### config.mk
export PLATFORM = sky130hd
export DESIGN_NAME = prog_freq_div
export DESIGN_NICKNAME = d
export VERILOG_FILES = /design/src/rtl/prog_freq_div.sv
export SDC_FILE = /design/constraint.sdc
export NUM_CORES = 1
export LEC_CHECK = 0
export ABC_CLOCK_PERIOD_IN_PS = 4150
export CELL_PAD_IN_SITES_DETAIL_PLACEMENT = 1
export CELL_PAD_IN_SITES_GLOBAL_PLACEMENT = 1
export CORE_MARGIN = 2
export CORE_UTILIZATION = 42
export CTS_CLUSTER_DIAMETER = 150
export CTS_CLUSTER_SIZE = 28
export DETAILED_ROUTE_END_ITERATION = 7
export PLACE_DENSITY = 0.71
export SETUP_SLACK_MARGIN = 0.2
export SKIP_CTS_REPAIR_TIMING = 1
export SYNTH_ARGS = -nofsm -noshare
export SYNTH_HDL_FRONTEND = slang
export SYNTH_SLANG_ARGS = --single-unit
### constraint.sdc
create_clock -name clk -period 4.15 [get_ports clk]
set_input_delay 1.245 -clock clk [delete_from_list [all_inputs] [get_ports clk]]
set_output_delay 1.245 -clock clk [all_outputs]
set_load 0.02 [all_outputs]
### src/rtl/prog_freq_div.sv
// Multi-channel programmable clock divider with per-channel tick pulses.
// A new divisor is held in a shadow register and takes effect only at a period boundary.
module prog_freq_div #(
  parameter  int unsigned NCH     = 4,
  parameter  int unsigned CW      = 16,
  parameter  int unsigned DEF_DIV = 2,
  localparam int unsigned CHW     = (NCH > 1) ? $clog2(NCH) : 1
) (
  input  logic           clk,
  input  logic           rst_n,
  input  logic           en,
  input  logic           sync_rst,
  input  logic           cfg_we,
  input  logic [CHW-1:0] cfg_ch,
  input  logic [CW-1:0]  cfg_div,
  output logic [NCH-1:0] cfg_pending,
  output logic [NCH-1:0] div_out,
  output logic [NCH-1:0] tick
);

  localparam logic [CW-1:0] One    = CW'(1);
  localparam logic [CW-1:0] DefDiv = CW'(DEF_DIV);
  localparam logic [CW-1:0] DefCnt = (DEF_DIV == 0) ? '0 : CW'(DEF_DIV - 1);

  logic [CW-1:0]  cnt_q  [NCH];
  logic [CW-1:0]  cnt_d  [NCH];
  logic [CW-1:0]  act_q  [NCH];
  logic [CW-1:0]  act_d  [NCH];
  logic [CW-1:0]  pend_q [NCH];
  logic [CW-1:0]  pend_d [NCH];
  logic [NCH-1:0] pv_q, pv_d;
  logic [NCH-1:0] div_q, div_d;
  logic [NCH-1:0] tick_q, tick_d;

  always_comb begin
    logic          wr;
    logic          pv_nx;
    logic          wrap;
    logic [CW-1:0] pend_nx;
    pv_d   = pv_q;
    div_d  = div_q;
    tick_d = '0;
    for (int i = 0; i < NCH; i++) begin
      cnt_d[i]  = cnt_q[i];
      act_d[i]  = act_q[i];
      // Selects beyond NCH-1 never match any channel, so such writes are dropped.
      wr        = cfg_we && (cfg_ch == CHW'(i));
      pend_nx   = wr ? cfg_div : pend_q[i];
      pv_nx     = wr | pv_q[i];
      pend_d[i] = pend_nx;
      pv_d[i]   = pv_nx;
      wrap      = (act_q[i] != '0) && (cnt_q[i] == act_q[i] - One);

      if (sync_rst) begin
        act_d[i]  = pv_nx ? pend_nx : act_q[i];
        pv_d[i]   = 1'b0;
        cnt_d[i]  = '0;
        div_d[i]  = act_d[i] > One;
        tick_d[i] = act_d[i] != '0;
      end else if (act_q[i] == '0) begin
        // A disabled channel picks up a new divisor straight away, even while frozen.
        if (pv_nx) begin
          act_d[i] = pend_nx;
          pv_d[i]  = 1'b0;
        end
        cnt_d[i]  = '0;
        div_d[i]  = act_d[i] > One;
        tick_d[i] = en && (act_d[i] != '0);
      end else if (en) begin
        if (wrap) begin
          act_d[i] = pv_nx ? pend_nx : act_q[i];
          pv_d[i]  = 1'b0;
          cnt_d[i] = '0;
        end else begin
          cnt_d[i] = cnt_q[i] + One;
        end
        div_d[i]  = cnt_d[i] < (act_d[i] >> 1);
        tick_d[i] = wrap && (act_d[i] != '0);
      end
    end
  end

  always_ff @(posedge clk or negedge rst_n) begin
    if (!rst_n) begin
      for (int i = 0; i < NCH; i++) begin
        cnt_q[i]  <= DefCnt;
        act_q[i]  <= DefDiv;
        pend_q[i] <= DefDiv;
      end
      pv_q   <= '0;
      div_q  <= '0;
      tick_q <= '0;
    end else begin
      for (int i = 0; i < NCH; i++) begin
        cnt_q[i]  <= cnt_d[i];
        act_q[i]  <= act_d[i];
        pend_q[i] <= pend_d[i];
      end
      pv_q   <= pv_d;
      div_q  <= div_d;
      tick_q <= tick_d;
    end
  end

  assign cfg_pending = pv_q;
  assign div_out     = div_q;
  assign tick        = tick_q;

endmodule
==> impl_metrics.tcl, run 1 <==
set metrics [dict create \
    synth-simple-area-share_pct 23.64 \
    synth_top_family_by_area "simple AND/OR/NAND/NOR gates" \
    clock_sinks 204 \
    synth-compound-area-share_pct 15.66 \
    grt_pass1_wl_mm 79.13 \
    startpoint_type "flop" \
    cts_root_buf "clkbuf_16" \
    hold_violations 0 \
    cts_tree "yes" \
    worst_pin_slew_ns 0.7750 \
    synthAdderAreaFrac_pct 5.501 \
    final_area_sq_um 18040 \
    area_delta_synth_final_pct 22.04 \
    vias 13750 \
    start_util_pct 42.70 \
    top_level_ports 35 \
    numCtsBuffers 11 \
    numPortBuffers 34 \
    placed_area_sq_um 16920 \
    drive_gt1_share_pct 21.48 \
    track_usage_pct 27.10 \
    synth_nets 1827 \
    hold_class "flop to flop" \
    synth_xor_area_share_pct 7.878 \
    crit_arrival_ns 5.22 \
    setup_tns_ns -0.8733 \
    setup_slack_ns -0.6235 \
    routed_via_density 5.796 \
    async_flop_share_pct 100.0 \
    grt_max_degree 90 \
    required_ns 4.59 \
    drtAntennaViolNets 0 \
    wirelength_mm 50.76 \
    avgSynthCellArea_sq_um 8.502 \
    maxCapViolCount 0 \
    die_h_um 191.6 \
    ys_seq_area_share_pct 34.63 \
    synth_mux_area_share_pct 8.403 \
    drt_iter0_markers 626 \
    run_status "complete, but fails checks" \
    wl_per_cell_um 21.39 \
    setup_viol_count_final 2 \
    overflow 0 \
    synth_area_sq_um 14790 \
    remaining_drc_errors 0 \
    place_congestion 0.8954 \
    nets 2002 \
    synth_warnings 0 \
    hpwl_mm 37.31 \
    cp-end-kind "flop" \
    dieWidth_um 191.6 \
    crit_type "flop to flop" \
    synth-seq-cells 204 \
    slew-limit-headroom_pct 48.33 \
    ir_drop_uv 303.6 \
    place_ws_ns -0.3693 \
    timing.fmax_mhz 209.5 \
    antenna_found_initial 0 \
    p_leak_uw 0.007915 \
    dr.pass1.iters 4 \
    cts_max_path_buffers 3 \
    whs_ns 0.4698 \
    netlist_instances 1739 \
    cts_max_level 1 \
    rsz0062_at_grt "true" \
    slew_violations 0 \
    dieArea_sq_um 36720 \
    post-route-util_pct 52.11 \
    powerDensity_nw_per_um2 365.1 \
    skew_ns 0.02873 \
    coreArea_sq_um 34630 \
    clk_latency_ns 0.49 \
    period_needed_ns 4.773 \
    synth_cell_types 82 \
    synthFlopType "dfrtp_1" \
    clk_pin_slew_ns 0.12 \
    n_antenna_cell 0 \
    period_share_pct 115.0 \
    rows 68 \
    grt_pass1_vias 14380 \
    cp_max_fo 4 \
    synth_edf_count 0 \
    violations "setup timing" \
]
[Yosys cell counts, types with 27 or more instances]
cell	n	share of area, %
inv_1	30	0.76
nand2b_1	33	1.4
ha_1	65	5.5
and3_1	27	1.1
mux2i_1	87	5.9
o21ai_0	91	3.1
xnor2_1	79	4.7
mux2_2	32	2.4
nand2_1	246	6.2
a21oi_1	90	3.0
nand3_1	45	1.5
o22a_1	48	2.8
nor2_1	143	3.6
xor2_1	54	3.2
nor4_1	34	1.4
nor3_1	39	1.3
clkbuf_1	105	2.7
dfrtp_1	192	32
[final cells by class]
| type | count | area [sq um] |
|---|---|---|
| Tap cell | 455 | 569.3 |
| Sequential cell | 204 | 5120 |
| Fill cell | 4053 | 16580 |
| Clock buffer | 15 | 290.3 |
| Inverter | 31 | 116.4 |
| Clock inverter | 2 | 23.77 |
| Multi-Input combinational cell | 1376 | 9518 |
| Timing Repair Buffer | 290 | 2407 |
[worst max-delay path, stage by stage, from the launching register on]
cell and delay [ns]:
dfstp_2 0.56, inv_2 0.05, ha_4 0.17, nor2_2 0.16, a211o_1 0.15, a31oi_2 0.12
or4_4 0.55, or3_4 0.41, nor3b_4 0.37, buf_4 0.19, buf_6 0.12, mux2i_4 0.29
ha_4 0.24, a21o_1 0.20, a21oi_2 0.14, o21ai_1 0.09, nor4_1 0.38, o211ai_1 0.18
a31oi_1 0.23, a211o_1 0.13
[kinds of logic (layout without fill, tap and decap cells)]
| group | count (synthesis) | count (layout) |
|---|---|---|
| adder cells (fa/ha/maj) | 65 | 65 |
| multiplexers | 120 | 120 |
| XOR/XNOR | 133 | 133 |
| flip-flops | 204 | 204 |
| AND/OR/NAND/NOR | 703 | 703 |
| AO/OA/AOI/OAI | 355 | 355 |
| buffers and inverters | 159 | 338 |
[cells in the final DEF (no fill, tap or decap), types with 22 or more instances in the layout]
| master | count |
|---|---|
| buf_4 | 240 |
| xor2_1 | 54 |
| nand3_1 | 45 |
| nor3_1 | 36 |
| a21oi_1 | 80 |
| and3_1 | 27 |
| nand2_1 | 243 |
| dfrtp_1 | 192 |
| mux2_2 | 32 |
| nand2b_1 | 31 |
| nand4_1 | 22 |
| nor2_1 | 142 |
| ha_1 | 59 |
| xnor2_1 | 79 |
| clkdlybuf4s50_1 | 32 |
| o22a_1 | 48 |
| mux2i_1 | 84 |
| o21ai_0 | 71 |
| inv_1 | 24 |
| nor4_1 | 26 |
[report_power, final]
group | leakage, uW | internal (uW) | switching, uW
logic | 0.00522 | 1230 | 1470
registers | 0.00255 | 2300 | 344
clock network | 0.000148 | 512 | 731
total | 0.00792 | 4040 | 2540
[flip-flops by register name (all words and copies together), names as in the netlist]
name	count
act_q	64
cfg_pending	4
cnt_q	64
div_out	4
pend_q	64
tick	4
[path summary, 6_finish.rpt]
path,from,end,slack (ns),cells after the start
min reg2reg,pend_q[17],pend_q[17],0.47,2
max in group asynchronous,rst_n,pend_q[1],2.46,2
max reg2reg,act_q[1],div_out[3],-0.62,19
min in group asynchronous,rst_n,cnt_q[20],0.79,1
min,pend_q[17],pend_q[17],0.47,2
max,act_q[1],div_out[3],-0.62,19
[stage by stage]
| stage | std cells | total power (uW) |
|---|---|---|
| 3_3_place_gp | 2312 | 5056 |
| 6_report | 2373 | 6588 |
| 5_1_grt | 2373 | 6960 |
| 4_1_cts | 2329 | 6420 |
| 3_5_place_dp | 2312 | 5156 |
| 2_1_floorplan | 1739 | 4094 |
[per-layer routing]
| layer | global-route usage (%) | routed length (um) |
|---|---|---|
| met5 | 0 | 0 |
| met2 | 46.46 | 24370 |
| met4 | 7.130 | 1496 |
| met1 | 36.62 | 23310 |
| met3 | 2.485 | 1587 |
No activity file was read; power rests on OpenSTA's default activity.
==> run 2, diff against run 1 <==
--- a/config.mk
+++ b/config.mk
@@ -16,6 +16,7 @@
 export PLACE_DENSITY = 0.71
 export SETUP_SLACK_MARGIN = 0.2
 export SKIP_CTS_REPAIR_TIMING = 1
+export SKIP_LAST_GASP = 1
 export SYNTH_ARGS = -nofsm -noshare
 export SYNTH_HDL_FRONTEND = slang
 export SYNTH_SLANG_ARGS = --single-unit
==> results of run 2 <==
The final DEF is identical to that of run 1; final timing and power are the same.
==> run 3, diff against run 2 <==
--- a/config.mk
+++ b/config.mk
@@ -11,7 +11,7 @@
 export CORE_MARGIN = 2
 export CORE_UTILIZATION = 42
 export CTS_CLUSTER_DIAMETER = 150
-export CTS_CLUSTER_SIZE = 28
+export CTS_CLUSTER_SIZE = 10
 export DETAILED_ROUTE_END_ITERATION = 7
 export PLACE_DENSITY = 0.71
 export SETUP_SLACK_MARGIN = 0.2
==> run 3 against run 2 <==
The flow still finishes with violations (setup timing). Setup slack improved by 0.094 ns. Clock-buffer cell count is 23 higher. Non-clock buffer count shrank 6. Sequential power barely moved. Hold slack got worse by 0.0020 ns. Power grew 11%. Wire length grew 2.4%. Sequential share of layout area shrank 0.45 points. Design area is 1.6% higher. First-iteration DRC count grew 17%. Critical path type unchanged. Critical endpoint unchanged. Largest cell class unchanged. Largest power group unchanged.
==> impl_metrics.tcl, run 3 (synthesis results as in run 1) <==
set metrics [dict create \
    powerDensity_nw_per_um2 399.7 \
    setup_viol_count_final 2 \
    die_h_um 191.6 \
    period_share_pct 112.8 \
    crit_slowest_cell "or4_4" \
    top_level_ports 35 \
    ir_drop_uv 449.7 \
    numCtsBuffers 24 \
    clk_latency_ns 0.56 \
    layout_commonest_cell "nand2_1" \
    clock_sinks 204 \
    timing.fmax_mhz 213.7 \
    drtAntennaViolNets 0 \
    n_antenna_cell 0 \
    place_inst 2312 \
    clk_pin_slew_ns 0.06 \
    cp_max_fo 5 \
    violations "setup timing" \
    remaining_drc_errors 0 \
    routed_via_density 5.798 \
    drt_iter0_markers 730 \
    start_util_pct 42.70 \
    slew_violations 0 \
    cts_tree "yes" \
    hold_violations 0 \
    wl_per_cell_um 21.75 \
    hpwl_mm 37.31 \
    dieWidth_um 191.6 \
    run_status "complete, but fails checks" \
    rsz0062_at_grt "true" \
    wirelength_mm 51.99 \
    placed_area_sq_um 16920 \
    slew-limit-headroom_pct 47.43 \
    grt_pass1_vias 14600 \
    maxCapViolCount 0 \
    period_needed_ns 4.680 \
    dieArea_sq_um 36720 \
    fin_cells 2390 \
    place_congestion 0.8954 \
    cts_max_level 1 \
    crit_buf_inv 2 \
    setup_slack_ns -0.5297 \
    numPortBuffers 34 \
    skew_ns 0.02751 \
    place_ws_ns -0.3693 \
    final_cell_mix "243 x nand2_1, 234 x buf_4, 192 x dfrtp_1" \
    crit_path_max_incr_delay_ns 0.62 \
    critPathTopFamily "simple AND/OR/NAND/NOR gates" \
    cp-end-kind "flop" \
    coreArea_sq_um 34630 \
    required_ns 4.65 \
    nets 2010 \
    grt_pass1_wl_mm 80.46 \
    crit_arrival_ns 5.18 \
    top_regs "act_q (64), cnt_q (64), pend_q (64)" \
    hold_class "flop to flop" \
    cts_max_path_buffers 3 \
    grt_max_degree 90 \
    crit_type "flop to flop" \
    startpoint_type "flop" \
    dr.pass1.iters 5 \
    p_leak_uw 0.008063 \
    area_delta_synth_final_pct 24.03 \
    rows 68 \
    cts_root_buf "clkbuf_16" \
    overflow 0 \
    antenna_found_initial 0 \
    vias 13860 \
    final_area_sq_um 18340 \
    crit_path_cell_trace "or4_4, nor3_4, a21oi_2, or4_4, or3_4, nor3b_4, nand2_4, buf_4, buf_4, a21oi_1, ha_1, nor2b_1, o21ai_1, o21ai_1, nor4_1, o211ai_1, a31oi_1, a211o_1" \
    track_usage_pct 27.72 \
    drive_gt1_share_pct 21.40 \
    worst_pin_slew_ns 0.7886 \
]
[run 3: cell types whose count changed in the layout (fill, tap and decap cells not counted), sizes merged]
cell      before  now
buf          256  250
clkinv         1    2
inv           31   30
clkinvlp       1    0
nand2        246  247
clkbuf        17   40
[run 3: report_power, final]
part           switching, uW  internal (uW)
Clock                    877           1100
Combinational           1480           1220
Sequential               346           2310
Total                   2700           4630
[run 3: worst reg2reg max path, cell delays in order, from the launching register on]
cell and delay, ns:
dfrtp_1 0.38, or4_4 0.62, nor3_4 0.23, a21oi_2 0.08
or4_4 0.50, or3_4 0.42, nor3b_4 0.40, nand2_4 0.13
buf_4 0.16, buf_4 0.12, a21oi_1 0.16, ha_1 0.26
nor2b_1 0.13, o21ai_1 0.12, o21ai_1 0.09, nor4_1 0.36
o211ai_1 0.15, a31oi_1 0.19, a211o_1 0.11
[run 3: per-stage QoR]
step	util, %	setup TNS, ns	hold slack [ns]	power (uW)
finish	52.96	-0.8163	0.4678	7331
global route	52.96	-1.290	0.4917	7718
CTS	50.84	-0.8406	0.4630	7180
detailed placement	48.87	-1.384	0.4535	5156
global placement	48.87	-0.8548	0.4452	5056
floorplan	-	-0.01915	0.4389	4094
[run 3: cell type report]
class	instances	area (sq um)
multi-input cells	1377	9492
clock buffers	38	674.4
clock inverters	1	8.758
flip-flops and latches	204	5120
repair buffers	284	2359
fillers	4041	16290
well taps	455	569.3
inverters	31	116.4
[run 3: per-layer routing]
layer,track usage [%],vias up,wire (um)
met4,7.840,0,1356
met1,36.72,7000,23380
met5,0,-,0
met3,3.526,73,1925
li1,-,6554,-
met2,47.40,231,25330
[run 3: worst paths after layout]
kind / cells past startpoint / endpoint / slack, ns / startpoint
setup / recovery: 18 / div_out[3] / -0.53 / act_q[8]
hold / removal: 2 / pend_q[49] / 0.47 / pend_q[49]
setup reg to reg: 18 / div_out[3] / -0.53 / act_q[8]
hold reg to reg: 2 / pend_q[49] / 0.47 / pend_q[49]
max in group asynchronous: 2 / act_q[1] / 2.51 / rst_n
min in group asynchronous: 1 / cnt_q[19] / 0.74 / rst_n
==> variant 1: new RTL, config.mk and constraints of run 2 <==
Register the output `div_out` once more, cleared by the reset; this adds one clock of latency there. The other outputs are not delayed to match.
--- a/src/rtl/prog_freq_div.sv
+++ b/src/rtl/prog_freq_div.sv
@@ -103,7 +103,13 @@
   end
 
   assign cfg_pending = pv_q;
-  assign div_out     = div_q;
+  always_ff @(posedge clk or negedge rst_n) begin
+    if (!rst_n) begin
+      div_out <= '0;
+    end else begin
+      div_out <= div_q;
+    end
+  end
   assign tick        = tick_q;
 
 endmodule
Formal check against the unedited RTL: not equivalent (a bounded check fails within 4 cycles, from zero or initial values and one cycle with rst_n low).
==> variant 1 against run 2 <==
The flow still finishes with violations (negative setup slack); sequential cell count increased by 4; sequential share of layout area increased by 0.12 points; largest cell class unchanged; via count grew 5.7%; critical endpoint is now div_q[0]$_DFFE_PN0P_; global-route usage rose by 0.63 points; setup slack better by 460 ps; design area is 1.6% higher; sequential power is 2% higher; power rose by 5.4%; routed wire length is 4.6% higher; synthesized area grew 2.5%; count of clock-buffer cells in the layout shrank 1; synthesized cell count grew 5.6%; core utilization fell by 0.58 points.
==> variant 1: results (changes against run 2) <==
[run_status]
run_status = finished with violations
failed_checks = negative setup slack

[worst_setup_path]
crit_path_max_fanout = 3  ; -1
cpMaxStageDelayCell = or4_4
rr_worst_depth = 18  ; -1
crit_path_start = act_q[48]$_DFFE_PN0P_

[drt]
drtIter0Drc = 733  ; +17%
drt_first_pass_iters = 5  ; +1
num_vias = 14533  ; +5.7%
average_wire_per_cell_in_the_routed_design_um = 21.4  ; about the same

[cells_and_area]
instances_no_fill = 2481  ; +4.6%
finish.net_count = 2105  ; +5.1%
n_fill_cell = 4241  ; +4.6%
drive_above_1_share_pct = 20.6  ; -0.84 points

[logic_synthesis]
synth.area.top_cells = dfrtp_1 32%, nand2_1 7.3%, ha_1 5.4%
synth-seq-area-share_pct = 34.5  ; -0.18 points
netlist_top_cells_count = 294 x nand2_1, 196 x dfrtp_1, 182 x nor2_1, 115 x a21oi_1, 109 x o21ai_0
post_synth_num_cell_types = 92  ; +12%
syn_nets = 1925  ; +5.4%

[sta]
setup_violations = 3  ; +1
fin_worst_skew_ps = 13.1  ; -15.7 ps
final_critical_path_setup_slack_ps = -161  ; +463 ps
setup-tns-final_ps = -380  ; +493 ps

[global_route]
use_met2_pct = 49.0  ; +2.6 points
grt_util_all_layers_pct = 27.7  ; +0.63 points
use_met3_pct = 1.90  ; -0.59 points
grt_max_degree = 80  ; -11%
grt_use_met1_pct = 37.0  ; +0.34 points
wire_length_of_the_first_global_routing_pass_um = 84500  ; +6.8%

[placed_design]
dp_hpwl_um = 40000  ; +7.1%
gpl.final_weighted_congestion = 0.916  ; +2.3%
cells_after_dpl = 2448  ; +5.9%

[min_path]
min_from = div_q[1]$_DFFE_PN0P_
hold-path-cell-count = 0  ; -2

[power_and_ir_drop]
power_leakage_nw = 8.16  ; +3.0%

-- variant 1: area by class of cell --
type / instances / area (um2) / area share, %
clock buffer: 14 / 287 / 1.56
timing repair buffer: 299 / 2420 / 13.2
sequential: 208 / 5220 / 28.5
inverter: 36 / 135 / 0.737
multi-input combinational: 1461 / 9660 / 52.7
clock inverter: 2 / 20.0 / 0.109
tap: 461 / 577 / 3.15
-- variant 1: power by group --
part           leakage, nW  switching, mW  total [mW]  internal (mW)
clock network        0.150          0.740        1.25          0.507
registers             2.62          0.367        2.70           2.33
logic                 5.39           1.64        2.99           1.35
total                 8.16           2.75        6.94           4.19
-- variant 1: logic make-up after synthesis --
kind of cell | after synthesis | synth area share, %
and+or+nand+nor | 789 | 25.6
buffers and inverters | 169 | 4.79
DFF | 208 | 34.5
adders and majority gates | 65 | 5.37
AOI/OAI and AO/OA | 386 | 16.2
muxes | 90 | 6.09
xor gates and xnor gates | 130 | 7.51
-- variant 1: path summary, 6_finish.rpt --
check / slack, ps / end
worst max-delay path: -160 / div_q[0]$_DFFE_PN0P_
worst min-delay path: 420 / div_out[1]$_DFF_PN0_
worst max register to register: -160 / div_q[0]$_DFFE_PN0P_
worst min register to register: 420 / div_out[1]$_DFF_PN0_
max in group asynchronous: 2470 / act_q[33]$_DFFE_PN1P_
min in group asynchronous: 730 / cnt_q[40]$_DFFE_PN0P_
-- variant 1: metal layers --
layer	vias up	share of wire [%]
met4	0	2.6
met2	246	50
li1	6810	-
met5	-	0
met1	7391	45
met3	86	2.8
-- variant 1: per-stage QoR --
stage          total power, mW  setup WS (ps)  hold slack (ps)
2_1_floorplan             4.23           -332              354
3_3_place_gp              5.34           -283              395
3_5_place_dp              5.47           -464              391
4_1_cts                   6.75           -524              411
5_1_grt                   7.34           -415              428
6_report                  6.94           -161              416
==> variant 2: new RTL, settings of run 2 <==
Made on the original files. `CW`: 16 -> 17.
--- a/src/rtl/prog_freq_div.sv
+++ b/src/rtl/prog_freq_div.sv
@@ -2,7 +2,7 @@
 // A new divisor is held in a shadow register and takes effect only at a period boundary.
 module prog_freq_div #(
   parameter  int unsigned NCH     = 4,
-  parameter  int unsigned CW      = 16,
+  parameter  int unsigned CW      = 17,
   parameter  int unsigned DEF_DIV = 2,
   localparam int unsigned CHW     = (NCH > 1) ? $clog2(NCH) : 1
 ) (
Ports: changed (resized cfg_div); port bits go from 35 to 36. The function was not compared with the original's and may differ.
==> variant 2 against run 2 <==
The run still ends with negative setup slack left; sequential cell count grew 12; synthesized area grew 4.0%; design area grew 5.5%; setup slack gained 250 ps; power grew 14%; routed wire length grew 11%; core utilization grew 0.29 points; critical path type unchanged; critical endpoint is now div_out[1]$_DFFE_PN0P_.
==> variant 2: results (changes against run 2) <==
[placed_design]
detailed_place.area_mm2 = 0.0182  ; +7.7%
number_of_buffers_added_on_ports = 35  ; +2.9%
cells_after_dpl = 2537  ; +9.7%
dp_hpwl_um = 43600  ; +17%
gpl.final_weighted_congestion = 0.916  ; +2.3%

[power_and_ir_drop]
netSwitchingPower_mw = 2.96  ; +16%
irDropWorstVdd_uv = 250  ; -18%
power_leakage_nw = 8.66  ; +9.4%

[logic_synthesis]
synth-seq-area-share_pct = 35.3  ; +0.63 points
post_synth_num_cell_types = 74  ; -9.8%
syn_nets = 1954  ; +7.0%
synth_cells = 1859  ; +6.9%
synthAdderAreaFrac_pct = 5.78  ; +0.28 points
synth_flop_cell = dfrtp_1
synth-compound-area-share_pct = 13.6  ; -2.0 points
muxShareOfSynthArea_pct = 7.56  ; -0.84 points
synth.area.top_cells = dfrtp_1 33%, nand2_1 7.4%, ha_1 5.8%
post_synth_xor_area_fraction_pct = 8.32  ; +0.44 points
netlist_top_cells_count = 305 x nand2_1, 204 x dfrtp_1, 195 x nor2_1, 113 x clkbuf_1, 111 x a21oi_1

[cells_and_area]
largest_registers_in_the_final_layout = act_q: 68 flops, cnt_q: 68 flops, pend_q: 68 flops
n_fill_cell = 4334  ; +6.9%
drive_above_1_share_pct = 22.5  ; +1.1 points
finish.net_count = 2199  ; +9.8%
instances_no_fill = 2577  ; +8.6%

[run_status]
failed_checks = negative setup slack
run_status = finished with violations

[sta]
fin_worst_skew_ps = 27.7  ; -0.985 ps
setup_violations = 4  ; +2
final_critical_path_setup_slack_ps = -374  ; +249 ps
setup-tns-final_ps = -705  ; +168 ps
tightest_slew_ps = 826  ; +51.3 ps

[worst_setup_path]
cpMaxStageDelayCell = or4_4
crit_path_max_fanout = 3  ; -1
cp.arrival_ps = 4970  ; -250 ps
worst_path_dominant_cell_family = compound AO/OA/AOI/OAI gates

[drt]
met3RoutedLength_um = 1870  ; +18%
dr_wl_met2_um = 27700  ; +14%
num_vias = 15039  ; +9.4%
drtIter0Drc = 797  ; +27%
topmost_layer_with_routed_signal_wires = met5
detail_route.wirelength.met1_um = 25400  ; +8.9%
drt_first_pass_iters = 5  ; +1
postRouteWirelength_um = 56300  ; +11%

[global_route]
number_of_global_route_vias_before_repair = 15845  ; +10%
grt_util_all_layers_pct = 29.1  ; +2.0 points
wire_length_of_the_first_global_routing_pass_um = 88800  ; +12%
grt_max_degree = 100  ; +11%
antenna_violations_before_repair = 3  ; +3

[clocking]
cts_buffers = 11  ; unchanged

[variant 2: layout make-up]
cell class	count	area, um2	area share (%)
Antenna cell	1	2.50	0.0131
Clock inverter	1	8.76	0.0460
Sequential cell	216	5420	28.5
Timing Repair Buffer	365	2870	15.1
Inverter	41	154	0.808
Clock buffer	16	294	1.54
Tap cell	468	586	3.07
Multi-Input combinational cell	1469	9710	51.0
[variant 2: cell families (layout without fill, tap and decap cells)]
| kind of cell | Yosys count | count (layout) |
|---|---|---|
| xor gates and xnor gates | 146 | 146 |
| muxes | 113 | 113 |
| adders and majority gates | 71 | 71 |
| buffers and inverters | 174 | 423 |
| other | 0 | 1 |
| DFF | 216 | 216 |
| AOI/OAI and AO/OA | 334 | 334 |
| and+or+nand+nor | 805 | 805 |
[variant 2: worst register-to-register path: cells and delay by family (launching register included)]
family | cells | cell delay, ps
fa+ha+maj | 1 | 210
flops | 1 | 400
compound gates | 12 | 2170
simple gates | 6 | 1680
[variant 2: power by group through the flow]
stage | Clock (mW) | Sequential [mW] | Combinational (mW)
floorplan | 0 | 2.71 | 1.77
global placement | 0 | 2.76 | 3.05
detailed placement | 0 | 2.78 | 3.18
CTS | 1.30 | 2.75 | 3.20
global route | 1.37 | 2.80 | 3.74
finish | 1.26 | 2.76 | 3.46
[variant 2: worst paths after layout]
| kind | startpoint | endpoint | slack (ps) | depth (start not counted) |
|---|---|---|---|---|
| setup / recovery | act_q[39]$_DFFE_PN0P_ | div_out[1]$_DFFE_PN0P_ | -370 | 19 |
| setup reg to reg | act_q[39]$_DFFE_PN0P_ | div_out[1]$_DFFE_PN0P_ | -370 | 19 |
| max in group asynchronous | rst_n | cnt_q[17]$_DFFE_PN1P_ | 2500 | 2 |
| hold / removal | pend_q[1]$_DFF_PN1_ | pend_q[1]$_DFF_PN1_ | 480 | 2 |
| hold reg to reg | pend_q[1]$_DFF_PN1_ | pend_q[1]$_DFF_PN1_ | 480 | 2 |
| min in group asynchronous | rst_n | cnt_q[44]$_DFFE_PN0P_ | 750 | 1 |
[variant 2: routing by layer]
layer | global-route usage [%] | vias up
li1 | - | 6994
met1 | 38.6 | 7670
met2 | 50.9 | 279
met3 | 2.97 | 92
met4 | 7.49 | 4
met5 | 0 | -
